==> src/rtl/multi_seq_detector_pkg.sv <==
`default_nettype none
// ============================================================================
// Module      : multi_seq_detector_pkg
// Description : Shared types and helpers for the multi-pattern serial
//               sequence detector: derived width helpers, the length-to-mask
//               function and the per-slot configuration record.
// Revision    : 1.0 - initial release
// ============================================================================
package multi_seq_detector_pkg;

    // Widest pattern / length field any instance can be built with. The
    // config record is sized to these so one type serves every parameter set.
    localparam int C_MAX_PAT_W = 32;
    localparam int C_MAX_LEN_W = 6;

    function automatic int calc_len_w(input int max_len);
        return $clog2(max_len + 1);
    endfunction

    function automatic int calc_idx_w(input int n_pat);
        return (n_pat > 1) ? $clog2(n_pat) : 1;
    endfunction

    // Low `len` bits set; len >= 32 yields all ones.
    function automatic logic [C_MAX_PAT_W-1:0] len_mask(input logic [C_MAX_LEN_W-1:0] len);
        if (len >= C_MAX_LEN_W'(C_MAX_PAT_W)) begin
            return '1;
        end
        return (C_MAX_PAT_W'(1) << len) - C_MAX_PAT_W'(1);
    endfunction

    typedef struct packed {
        logic [C_MAX_PAT_W-1:0] pat;
        logic [C_MAX_LEN_W-1:0] len;
        logic                   ovl;
    } slot_cfg_t;

endpackage : multi_seq_detector_pkg
`default_nettype wire

==> src/rtl/multi_seq_detector_if.sv <==
`default_nettype none
// ============================================================================
// Module      : multi_seq_detector_if
// Description : Stream, configuration and result bundle of the detector.
//               master : drives stream/config, observes results
//               slave  : the detector itself
//   x_valid/x            serial stream bit and its qualifier
//   cfg_we/idx/pat/len/ovl  slot configuration write
//   cnt_clr              clear all hit counters
//   match/match_any/match_id/hit_cnt  registered results
// Revision    : 1.0 - initial release
// ============================================================================
interface multi_seq_detector_if
    import multi_seq_detector_pkg::*;
#(
    parameter int N_PAT   = 4,
    parameter int MAX_LEN = 8,
    parameter int CNT_W   = 8
);
    localparam int LEN_W = calc_len_w(MAX_LEN);
    localparam int IDX_W = calc_idx_w(N_PAT);

    logic                   x_valid;
    logic                   x;
    logic                   cfg_we;
    logic [IDX_W-1:0]       cfg_idx;
    logic [MAX_LEN-1:0]     cfg_pat;
    logic [LEN_W-1:0]       cfg_len;
    logic                   cfg_ovl;
    logic                   cnt_clr;
    logic [N_PAT-1:0]       match;
    logic                   match_any;
    logic [IDX_W-1:0]       match_id;
    logic [N_PAT*CNT_W-1:0] hit_cnt;

    modport master (
        output x_valid, x, cfg_we, cfg_idx, cfg_pat, cfg_len, cfg_ovl, cnt_clr,
        input  match, match_any, match_id, hit_cnt
    );

    modport slave (
        input  x_valid, x, cfg_we, cfg_idx, cfg_pat, cfg_len, cfg_ovl, cnt_clr,
        output match, match_any, match_id, hit_cnt
    );

endinterface : multi_seq_detector_if
`default_nettype wire

==> src/rtl/multi_seq_detector_slot.sv <==
`default_nettype none
// ============================================================================
// Module      : seq_pat_slot
// Description : One pattern slot. Holds its configuration, a fill counter of
//               stream bits accepted since the last restart, and a saturating
//               hit counter. Produces a combinational hit for the top to
//               register.
//   i_x_valid   stream bit present this cycle
//   i_hist_nx   history including this cycle's bit (bit 0 = newest)
//   i_cfg_load  load i_cfg into this slot (restarts fill, clears counter)
//   i_cnt_clr   clear hit counter
//   o_hit       pattern completes on this cycle's bit
//   o_hit_cnt   saturating hit count
// Revision    : 1.0 - initial release
// ============================================================================
module seq_pat_slot
    import multi_seq_detector_pkg::*;
#(
    parameter int MAX_LEN = 8,
    parameter int CNT_W   = 8
) (
    input  wire logic               clk,
    input  wire logic               reset,
    input  wire logic               i_x_valid,
    input  wire logic [MAX_LEN-1:0] i_hist_nx,
    input  wire logic               i_cfg_load,
    input  wire slot_cfg_t          i_cfg,
    input  wire logic               i_cnt_clr,
    output logic                    o_hit,
    output logic [CNT_W-1:0]        o_hit_cnt
);

    localparam logic [CNT_W-1:0] C_CNT_MAX = '1;

    slot_cfg_t              r_cfg_q, w_cfg_d;
    logic [C_MAX_LEN_W-1:0] r_fill_q, w_fill_d, w_fill_nx;
    logic [CNT_W-1:0]       r_cnt_q, w_cnt_d;
    logic [C_MAX_PAT_W-1:0] w_hist_ext, w_diff;

    always_comb begin
        // Compare at full record width; the mask clears everything above len,
        // and len never exceeds MAX_LEN, so the zero-extended history is exact.
        w_hist_ext = C_MAX_PAT_W'(i_hist_nx);
        w_diff     = (w_hist_ext ^ r_cfg_q.pat) & len_mask(r_cfg_q.len);
        w_fill_nx  = (r_fill_q < r_cfg_q.len) ? r_fill_q + 1'b1 : r_cfg_q.len;

        // A slot being rewritten this cycle starts over and cannot hit.
        o_hit = i_x_valid && !i_cfg_load && (r_cfg_q.len != '0) &&
                (w_fill_nx == r_cfg_q.len) && (w_diff == '0);

        w_cfg_d  = r_cfg_q;
        w_fill_d = r_fill_q;
        w_cnt_d  = r_cnt_q;

        if (i_cfg_load) begin
            w_cfg_d  = i_cfg;
            w_fill_d = '0;
            w_cnt_d  = '0;
        end else begin
            if (i_x_valid) begin
                // Non-overlapping mode discards every bit consumed by the hit.
                w_fill_d = (o_hit && !r_cfg_q.ovl) ? '0 : w_fill_nx;
            end
            if (i_cnt_clr) begin
                w_cnt_d = '0;
            end else if (o_hit && (r_cnt_q != C_CNT_MAX)) begin
                w_cnt_d = r_cnt_q + 1'b1;
            end
        end
    end

    always_ff @(posedge clk) begin
        if (reset) begin
            r_cfg_q  <= '0;
            r_fill_q <= '0;
            r_cnt_q  <= '0;
        end else begin
            r_cfg_q  <= w_cfg_d;
            r_fill_q <= w_fill_d;
            r_cnt_q  <= w_cnt_d;
        end
    end

    assign o_hit_cnt = r_cnt_q;

endmodule : seq_pat_slot
`default_nettype wire

==> src/rtl/multi_seq_detector.sv <==
`default_nettype none
// ============================================================================
// Module      : multi_seq_detector
// Description : Serial bit-stream detector with N_PAT run-time programmable
//               patterns (up to MAX_LEN bits each, per-slot overlap mode and
//               saturating hit counter). All results are registered.
//   clk, reset  clock and synchronous active-high reset
//   bus         multi_seq_detector_if.slave (stream, config, results)
// Revision    : 1.0 - initial release
// ============================================================================
module multi_seq_detector
    import multi_seq_detector_pkg::*;
#(
    parameter int N_PAT   = 4,
    parameter int MAX_LEN = 8,
    parameter int CNT_W   = 8
) (
    input  wire logic             clk,
    input  wire logic             reset,
    multi_seq_detector_if.slave   bus
);

    localparam int LEN_W = calc_len_w(MAX_LEN);
    localparam int IDX_W = calc_idx_w(N_PAT);

    // Only MAX_LEN-1 past bits are stored: together with the incoming bit
    // they form the full MAX_LEN-bit window the slots compare against.
    logic [MAX_LEN-2:0] r_hist_q;
    logic [MAX_LEN-1:0] w_hist_d;

    logic               w_cfg_ok;
    slot_cfg_t          w_cfg_new;
    logic [N_PAT-1:0]   w_load;
    logic [N_PAT-1:0]   w_match_d, r_match_q;
    logic               r_match_any_q;
    logic [IDX_W-1:0]   w_match_id_d, r_match_id_q;
    logic [CNT_W-1:0]   w_cnt [N_PAT];

    always_comb begin
        w_hist_d = bus.x_valid ? {r_hist_q, bus.x} : {1'b0, r_hist_q};

        w_cfg_ok = bus.cfg_we && (int'(bus.cfg_idx) < N_PAT) &&
                   (int'(bus.cfg_len) <= MAX_LEN);

        w_cfg_new     = '0;
        w_cfg_new.pat = C_MAX_PAT_W'(bus.cfg_pat);
        w_cfg_new.len = C_MAX_LEN_W'(bus.cfg_len);
        w_cfg_new.ovl = bus.cfg_ovl;

        w_load = '0;
        for (int i = 0; i < N_PAT; i++) begin
            if (w_cfg_ok && (int'(bus.cfg_idx) == i)) begin
                w_load[i] = 1'b1;
            end
        end

        // Scan downward so the lowest-index hit is the last to write.
        w_match_id_d = '0;
        for (int i = N_PAT - 1; i >= 0; i--) begin
            if (w_match_d[i]) begin
                w_match_id_d = IDX_W'(i);
            end
        end
    end

    generate
        for (genvar i = 0; i < N_PAT; i++) begin : g_slot
            seq_pat_slot #(
                .MAX_LEN (MAX_LEN),
                .CNT_W   (CNT_W)
            ) u_slot (
                .clk        (clk),
                .reset      (reset),
                .i_x_valid  (bus.x_valid),
                .i_hist_nx  (w_hist_d),
                .i_cfg_load (w_load[i]),
                .i_cfg      (w_cfg_new),
                .i_cnt_clr  (bus.cnt_clr),
                .o_hit      (w_match_d[i]),
                .o_hit_cnt  (w_cnt[i])
            );
            assign bus.hit_cnt[i*CNT_W +: CNT_W] = w_cnt[i];
        end
    endgenerate

    always_ff @(posedge clk) begin
        if (reset) begin
            r_hist_q      <= '0;
            r_match_q     <= '0;
            r_match_any_q <= 1'b0;
            r_match_id_q  <= '0;
        end else begin
            r_hist_q      <= w_hist_d[MAX_LEN-2:0];
            r_match_q     <= w_match_d;
            r_match_any_q <= |w_match_d;
            r_match_id_q  <= w_match_id_d;
        end
    end

    assign bus.match     = r_match_q;
    assign bus.match_any = r_match_any_q;
    assign bus.match_id  = r_match_id_q;

endmodule : multi_seq_detector
`default_nettype wire
==> src/flat_wrapper.sv <==
// flat-port wrapper written by rule: the top's interface ports become plain ports
module multi_seq_detector_flat import multi_seq_detector_pkg::*;
#(
    parameter int N_PAT   = 4,
    parameter int MAX_LEN = 8,
    parameter int CNT_W   = 8
)
  (clk, reset, bus_x_valid, bus_x, bus_cfg_we, bus_cfg_idx, bus_cfg_pat, bus_cfg_len, bus_cfg_ovl, bus_cnt_clr, bus_match, bus_match_any, bus_match_id, bus_hit_cnt);
  multi_seq_detector_if #(.N_PAT(N_PAT), .MAX_LEN(MAX_LEN), .CNT_W(CNT_W)) bus_i ();
  input  wire logic clk;
  input  wire logic reset;
  input wire logic [$bits(bus_i.x_valid)-1:0] bus_x_valid;
  input wire logic [$bits(bus_i.x)-1:0] bus_x;
  input wire logic [$bits(bus_i.cfg_we)-1:0] bus_cfg_we;
  input wire logic [$bits(bus_i.cfg_idx)-1:0] bus_cfg_idx;
  input wire logic [$bits(bus_i.cfg_pat)-1:0] bus_cfg_pat;
  input wire logic [$bits(bus_i.cfg_len)-1:0] bus_cfg_len;
  input wire logic [$bits(bus_i.cfg_ovl)-1:0] bus_cfg_ovl;
  input wire logic [$bits(bus_i.cnt_clr)-1:0] bus_cnt_clr;
  output wire logic [$bits(bus_i.match)-1:0] bus_match;
  output wire logic [$bits(bus_i.match_any)-1:0] bus_match_any;
  output wire logic [$bits(bus_i.match_id)-1:0] bus_match_id;
  output wire logic [$bits(bus_i.hit_cnt)-1:0] bus_hit_cnt;
  assign bus_i.x_valid = bus_x_valid;
  assign bus_i.x = bus_x;
  assign bus_i.cfg_we = bus_cfg_we;
  assign bus_i.cfg_idx = bus_cfg_idx;
  assign bus_i.cfg_pat = bus_cfg_pat;
  assign bus_i.cfg_len = bus_cfg_len;
  assign bus_i.cfg_ovl = bus_cfg_ovl;
  assign bus_i.cnt_clr = bus_cnt_clr;
  assign bus_match = bus_i.match;
  assign bus_match_any = bus_i.match_any;
  assign bus_match_id = bus_i.match_id;
  assign bus_hit_cnt = bus_i.hit_cnt;
  multi_seq_detector #(.N_PAT(N_PAT), .MAX_LEN(MAX_LEN), .CNT_W(CNT_W)) u_core (.clk(clk), .reset(reset), .bus(bus_i));
endmodule
==> config.mk <==
export PLATFORM = sky130hd
export DESIGN_NAME = multi_seq_detector_flat
export DESIGN_NICKNAME = d
export VERILOG_FILES = /design/src/rtl/multi_seq_detector_pkg.sv /design/src/rtl/multi_seq_detector_if.sv /design/src/rtl/multi_seq_detector_slot.sv /design/src/rtl/multi_seq_detector.sv /design/src/flat_wrapper.sv
export SDC_FILE = /design/constraint.sdc
export NUM_CORES = 1
export LEC_CHECK = 0
export ABC_AREA = 1
export ABC_CLOCK_PERIOD_IN_PS = 2020
export BUFFER_PORTS_ARGS = -buffer_cell sky130_fd_sc_hd__buf_2
export CAP_MARGIN = 20
export CORE_AREA = 2 2 119 121
export DETAILED_ROUTE_END_ITERATION = 8
export DIE_AREA = 0 0 121 123
export MAX_ROUTING_LAYER = met4
export PLACE_DENSITY_LB_ADDON = 0.2
export SLEW_MARGIN = 40
export SYNTH_ARGS = -nofsm -noshare
export SYNTH_HDL_FRONTEND = slang
export SYNTH_SLANG_ARGS = --single-unit
==> constraint.sdc <==
create_clock -name clk -period 2.02 [get_ports clk]
set_input_delay 0.202 -clock clk [delete_from_list [all_inputs] [get_ports clk]]
set_output_delay 0.202 -clock clk [all_outputs]
set_load 0.02 [all_outputs]
=== After elaboration in Yosys (flattened, before gate mapping) ===
Cells that the tools add are included.

* Output and inout bits: 39
* Input port bits: 21
* Logic and storage cells: 154
* Bits in registers: 122

* Bitwise gates (word level): 8
* Order comparisons: 9
* Multiplexer cells: 28
* Reductions and logical operators: 57
* Eq/ne operators: 11
* Add/sub/neg operators: 12
* Shifts and indexed selects: 4

{| class="wikitable"
|+ Operators with widths
! cell !! number
|-
| 32-bit 2-to-1 mux || 8
|-
| 32-bit bitwise AND || 4
|-
| 32-bit zero test || 4
|-
| 1-bit by 4-bit left shift with 32-bit output, first input constant || 4
|-
| 32-bit by 2-bit subtractor with 32-bit output, second input constant || 4
|-
| 6-bit 2-to-1 mux || 8
|-
| 8-bit by 1-bit adder with 8-bit output, second input constant || 4
|-
| 8-bit inequality test, second input constant || 4
|-
| 8-bit bitwise XOR || 4
|-
| 1-bit logical AND || 29
|-
| 6-bit by 1-bit adder with 6-bit output, second input constant || 4
|-
| 6-bit by 4-bit == test with 1-bit output || 4
|-
| 4-bit by 6-bit >= comparator with 1-bit output, second input constant || 4
|-
| 6-bit by 4-bit less-than comparator with 1-bit output || 4
|-
| 6-bit nonzero test || 4
|-
| 3-bit OR reduction || 5
|-
| 2-bit OR reduction || 5
|-
| 1-bit 2-to-1 mux || 9
|-
| 1-bit zero test || 8
|-
| 8-bit 2-to-1 mux || 1
|-
| 2-bit == test, second input constant || 2
|-
| 4-bit less-or-equal comparator, second input constant || 1
|-
| 2-bit 2-to-1 mux || 2
|-
| 4-bit OR reduction || 1
|-
| 2 further kinds || 2
|}

=== Logic depth before layout (Yosys ltp) ===
* Depth after elaboration: 12
* Mapped depth: 17
* Depth with buffers taken out: 15

=== By module ===
Synthesis repeated with hierarchy kept, for this count alone.

* Cells, all modules: 2539
* Area total of the unflattened synthesis: 15937.8 um^2

{| class="wikitable"
|+ By module, submodules not included
! module !! cells an instance !! area each (um^2) !! sequential area each (um^2) !! times used
|-
| seq_pat_slot at u_core.g_slot[0].u_slot ... || 617 || 3826.2 || 1061.0 || 2
|-
| seq_pat_slot at u_core.g_slot[3].u_slot || 609 || 3878.7 || 1061.0 || 1
|-
| seq_pat_slot at u_core.g_slot[2].u_slot || 620 || 3834.9 || 1061.0 || 1
|-
| multi_seq_detector || 76 || 571.8 || 280.3 || 1
|}

=== Least setup slack after synthesis ===
Ideal clock, no wire load.

* Path kind: reg2reg
* Start: reg u_core.g_slot[3].u_slot.r_cfg_q[4] in the netlist's numbering
* End: reg u_core.r_match_any_q, in the netlist u_core.bus.match_any
* Buffers on the path: 1
* Period minus slack after synthesis: 2094 ps
* Arrival time: 1967 ps
* Setup time: 128 ps
* Required time: 1892 ps
* Slack: -74 ps
* Stages on the path, launching flop included: 15
* Cells stage by stage: dfxtp_1 -> inv_1 -> ha_1 -> nand2_1 -> nand4_1 -> a21oi_2 -> nand2_1 -> nor2_1 -> nor2_1 -> and2_1 -> buf_6 -> nand2_2 -> nand2_2 -> nor2_1 -> nor2_1

* Longest elaborated chain between the ends: 7
* Elaborated cells between the ends (all ways): 15
* Those cells by class: add/sub: 1; order compare: 2; eq/ne: 1; shift: 1; mux: 3; bitwise: 1; reduce/logical: 6

{| class="wikitable"
|+ RTL lines
! what !! RTL line !! source
|-
| start, declared || multi_seq_detector_slot.sv:35 || <nowiki>slot_cfg_t r_cfg_q, w_cfg_d;</nowiki>
|-
| start signal, assigned || multi_seq_detector_slot.sv:78 || <nowiki>r_cfg_q <= w_cfg_d;</nowiki>
|-
| 1-bit by 4-bit left shift with 32-bit output / 4-bit by 6-bit >= comparator with 1-bit output (equally long branches) || multi_seq_detector_pkg.sv:29, multi_seq_detector_pkg.sv:26 ||
|-
| 32-bit by 2-bit subtractor with 32-bit output / 1-bit 2-to-1 mux (equally long branches) || multi_seq_detector_pkg.sv:29, multi_seq_detector_pkg.sv:26 ||
|-
| 32-bit 2-to-1 mux || multi_seq_detector_pkg.sv:29 || <nowiki>return (C_MAX_PAT_W'(1) << len) - C_MAX_PAT_W'(1);</nowiki>
|-
| 32-bit bitwise AND || multi_seq_detector_slot.sv:44 || <nowiki>w_diff = (w_hist_ext ^ r_cfg_q.pat) & len_mask(r_cfg_q.len);</nowiki>
|-
| 32-bit zero test || multi_seq_detector_slot.sv:49 || <nowiki>(w_fill_nx == r_cfg_q.len) && (w_diff == '0);</nowiki>
|-
| 1-bit logical AND (*) || multi_seq_detector_slot.sv:49 ||
|-
| 4-bit OR reduction (*) || multi_seq_detector.sv:95 || <nowiki>r_match_any_q <= |w_match_d;</nowiki>
|-
| end signal, assigned || multi_seq_detector.sv:95 ||
|-
| end, declared || multi_seq_detector.sv:35 || <nowiki>logic r_match_any_q;</nowiki>
|}

Every way passes the cells marked *; elsewhere a longest branch is shown, timed or not.
A chain may end at the register's enable or synchronous reset.

=== Worst setup path after layout ===
Ends and elaborated chain as after synthesis.

==> summary by stage <==
Die
The width of the die is 121 um. The height of the chip is about 120 um. The initial utilization of the core area, before any placement, comes to 0.538. The boundary pin count is 60.

The initialized floorplan defines 43 standard-cell rows. The floorplan step defined a core boundary enclosing roughly 14000 um2. The area of the die is 14900 um2.

Synth
The area share of fa/ha/maj cells after synthesis is 0.0410. The number of nets in the synthesized netlist is approximately 1200. The synthesized cell area is approximately 7300 um2. The most used standard cell by instance count after synthesis is nand2_1. The post-synthesis sequential area ratio is 0.334. The top cell type by total area after synthesis is dfxtp_1. Of the post-synthesis cell area, the part taken by muxes is 0. Of the total synthesized cell area, the portion taken by XOR and XNOR cells is 0.0466. After synthesis, the largest family of logic cells by area is simple AND/OR/NAND/NOR gates. The number of instances in the synthesized netlist is 1111. The distinct cell type count of the synthesized netlist is 32. The most instantiated flip-flop cell in the synthesis netlist is dfxtp_1. In the post-synthesis netlist, the biggest area contributors are dfxtp_1 33%, nand2_1 13%, nand3_1 8.5%, a21oi_1 7.5%, inv_1 5.8%.

The compound-gate portion of the synthesized area came to 0.137. The commonest cells after synthesis are 255 x nand2_1, 125 x nand3_1, 122 x dfxtp_1. The register bit total from synthesis is between 100 and 150. The number of warnings printed during yosys synthesis is 0. The proportion of synthesized flip-flops having asynchronous set or reset is 0.

The simple-gate area share of the yosys netlist is 0.353. Of the post-synthesis cell area, the dominant cell type holds 0.334. A synthesized cell averages 6.59 um2. The count of flip-flops with a built-in enable after synthesis is 0.

GRT
The remaining global-route overflow is 0. The via count of the first global-routing pass is 7222. The pin count of the biggest net entering global routing is 28.

The wire length of the first global-routing pass is about 34 mm. For this run, the total global-route usage over all layers was measured as 0.298. The initial antenna violation count is 0.

Finish
The number of nets at the end of the flow is around 1300. The fraction of the core area covered by cells at the end of the flow is 0.734. From synthesis to final layout, the design area changed by 36.5%. 0 antenna diodes ended up in the layout.

After filler insertion, the fill cell instance count of the layout stands at between 1000 and 1500. The fraction of final layout cells sized beyond drive strength 1 is 0.305. After routing the design area is about 10000 um2.

Outcome
The flow ran to the end, but the final reports show violations. The checks that failed: negative setup slack.

Critical path
STA classifies the critical path startpoint as a register. The worst register-to-register path has a depth of 14. The required time at the worst-slack endpoint is around 2.3 ns. The cell repeated most along the worst path is nand2_2.

The worst setup path is captured at a register. The critical register-to-register path startpoint is u_core.g_slot[3].u_slot.r_cfg_q[4]. The critical path's largest stage delay is approximately 0.38 ns. The category of the critical setup timing path is register to register.

The cell type of the slowest stage on the worst timing path is dfxtp_4. The critical path goes through inv_4 -> ha_4 -> nand2_2 -> nand4_1 -> buf_4 -> a21oi_4 -> nand3_2 -> nand2_2 -> nor2_4 -> buf_12 -> nand2_2 -> nand2_2 -> nor2_2 -> nor2_1. The end of the worst register-to-register path is u_core.bus.match_any.

The reg2reg setup slack is -0.08 ns. Data arrives at the worst endpoint at between 2 and 2.5 ns. In this run the worst setup path begins at u_core.g_slot[3].u_slot.r_cfg_q[4]. Following the worst setup path forward leads to its endpoint at u_core.bus.match_any.

In this run the worst path has a maximum fanout of 8.

Clock network
After clock tree synthesis, the clock-pin slew on the worst setup and hold paths is approximately 0.060 ns. TritonCTS built the clock tree. The clock passes through at most 2 buffers. Buffers inserted to repair hold after CTS numbered 0. The clock tree root driver cell is clkbuf_16. At the later pin of the worst-skew pair, clock insertion delay measures ~0.42 ns.

The depth of the CTS H-tree is 4. The TritonCTS buffer count is 17. Clock tree synthesis found a total of between 100 and 150 sinks.

Timing
The final-report max-slew violation count is 0. Clock skew on the completed layout was measured at roughly 0.007 ns. Dividing the final minimum period by the clock period gives 1.04. Setup repair after global routing could not meet its margin everywhere.

The count of endpoints failing setup in the final report is 27. The final-report hold violation count is 0. The max-slew headroom at the worst pin is 0.565. At the pin with the least slew margin, the transition time is 0.652 ns. The post-route worst setup slack is -0.0802 ns. The maximum frequency from static timing analysis is ~480 MHz.

For the finished layout, the period the worst path requires is roughly 2.1 ns. Setup total negative slack on the finished layout was measured at -0.828 ns.

Min path
The type of the worst min-delay path is primary input to register. The critical hold path startpoint is bus_cfg_pat[7].

Placed design
The post-detailed-placement cell area is between 8000 and 9000 um2. In this run the tool buffered the top-level ports with between 50 and 60 buffer cells. The total half-perimeter wirelength after legalization and detailed placement is around 15 mm. Routability-driven placement finished with a final weighted congestion of 0.986. Prior to clock tree synthesis, the placed netlist has a worst setup slack of -0.341 ns.

Routing
The average detailed-routed wire length per instance is ~15 um. The number of DRC markers after the initial detailed-route iteration is 605. After detailed routing, the number of vias per cell comes to 5.50. The total wirelength of the detailed-routed design is around 23 mm. The count of TritonRoute iterations in the first routing pass is 5. The number of nets with antenna violations after detailed routing is 0.

The overall via count from detail_route is just over 8000. For this run, design rule violations remaining after detail routing come to 0.

Run
The tool flagged a number of max-cap violations equal to 0.

Pwr
IR analysis of the VDD net gives a maximum drop of a little under 0.6 mV. In this run the static leakage power is roughly 4.4 nW. The power per cell area is just over 700 nW/um2.
[layer usage]
| layer | global-route usage | vias up | share of wire |
|---|---|---|---|
| li1 | - | 4057 | - |
| met1 | 0.360 | 3828 | 0.43 |
| met2 | 0.504 | 203 | 0.50 |
| met3 | 0.0512 | 59 | 0.043 |
| met4 | 0.108 | 0 | 0.029 |
| met5 | - | - | 0 |
[state kept, by name, summed over array words and instances (netlist names)]
| signal | flops |
|---|---|
| u_core.g_slot.u_slot.r_cfg_q | 52 |
| u_core.g_slot.u_slot.o_hit_cnt | 32 |
| u_core.g_slot.u_slot.r_fill_q | 24 |
| u_core.r_hist_q | 7 |
| u_core.bus.match | 4 |
| u_core.bus.match_id | 2 |
| u_core.bus.match_any | 1 |
[final cells by class]
cell class / instances / area (um2) / share of cell area
Multi-Input combinational cell: 832 / 4830 / 0.483
Sequential cell: 122 / 2480 / 0.248
Timing Repair Buffer: 192 / 1360 / 0.136
Clock buffer: 21 / 480 / 0.0481
Inverter: 122 / 478 / 0.0478
Tap cell: 180 / 225 / 0.0225
Clock inverter: 11 / 143 / 0.0143
[stage by stage]
stage | power (mW) | hold slack (ns) | cells
after CTS | 6.83 | 0.111 | 1466
after floorplan | 3.20 | 0.271 | 1111
final | 7.04 | 0.123 | 1480
after global placement | 3.59 | 0.434 | 1426
after detailed placement | 3.60 | 0.438 | 1426
after global routing | 7.28 | 0.117 | 1480
[placed cells by master, fill, tap and decap left out, types with 5 or more instances in the layout]
master,netlist,routed
nor2_4,3,14
nor2_1,93,69
ha_4,0,10
nor2_2,9,22
a21oi_1,110,95
nand4_1,49,49
nand2_4,0,5
clkbuf_16,0,17
inv_4,1,8
inv_2,7,11
dfxtp_4,0,7
ha_1,24,14
a21oi_2,1,15
nand2_1,255,223
inv_1,114,103
nand3_1,125,105
dfxtp_1,122,108
o21ai_0,76,70
nand3_2,2,20
dfxtp_2,0,7
buf_4,3,119
buf_2,10,59
nand2_2,13,40
clkinvlp_4,0,5
xor2_1,26,26
buf_6,4,11
nand3b_1,10,10
nor3_1,10,10
xnor2_1,13,13
[critical path, delay by kind of cell (launching register included)]
| kind | cells | cell delay (ns) |
|---|---|---|
| compound gates | 1 | 0.15 |
| fa+ha+maj | 1 | 0.25 |
| buf+inv | 3 | 0.39 |
| flops | 1 | 0.38 |
| simple gates | 9 | 0.80 |
[power breakdown]
group | internal (mW) | switching [mW] | total (mW) | leakage (nW)
sequential | 2.48 | 0.0584 | 2.53 | 0.997
clock | 2.06 | 1.12 | 3.19 | 0.293
combinational | 0.551 | 0.766 | 1.32 | 3.13
[cell families (layout without fill, tap and decap cells)]
logic type      after synthesis  in the layout
buf+inv                     159            346
compound gates              194            195
fa+ha+maj                    24             24
xor+xnor                     39             39
simple gates                573            574
flops                       122            122
[worst min-delay path by stage]
stage                                                to  slack (ns)  cells past startpoint
floorplan                            u_core.r_hist_q[0]        0.27                      1
global placement    u_core.g_slot[0].u_slot.r_fill_q[5]        0.43                      2
detailed placement  u_core.g_slot[0].u_slot.r_fill_q[5]        0.44                      2
CTS                 u_core.g_slot[3].u_slot.r_cfg_q[14]        0.11                      3
global route        u_core.g_slot[3].u_slot.r_cfg_q[14]        0.12                      3
finish              u_core.g_slot[3].u_slot.r_cfg_q[14]        0.12                      3
[timing repair]
action | 4_1_cts | 5_1_grt
gates resized for setup | 67 | 120
endpoints found under the setup margin | 52 | 54
pin swaps | 36 | 76
endpoints found under the hold margin | 0 | 0
setup buffers | 6 | 13
cloned | 2 | 1
Note: power is estimated with default switching activity, not from simulation.
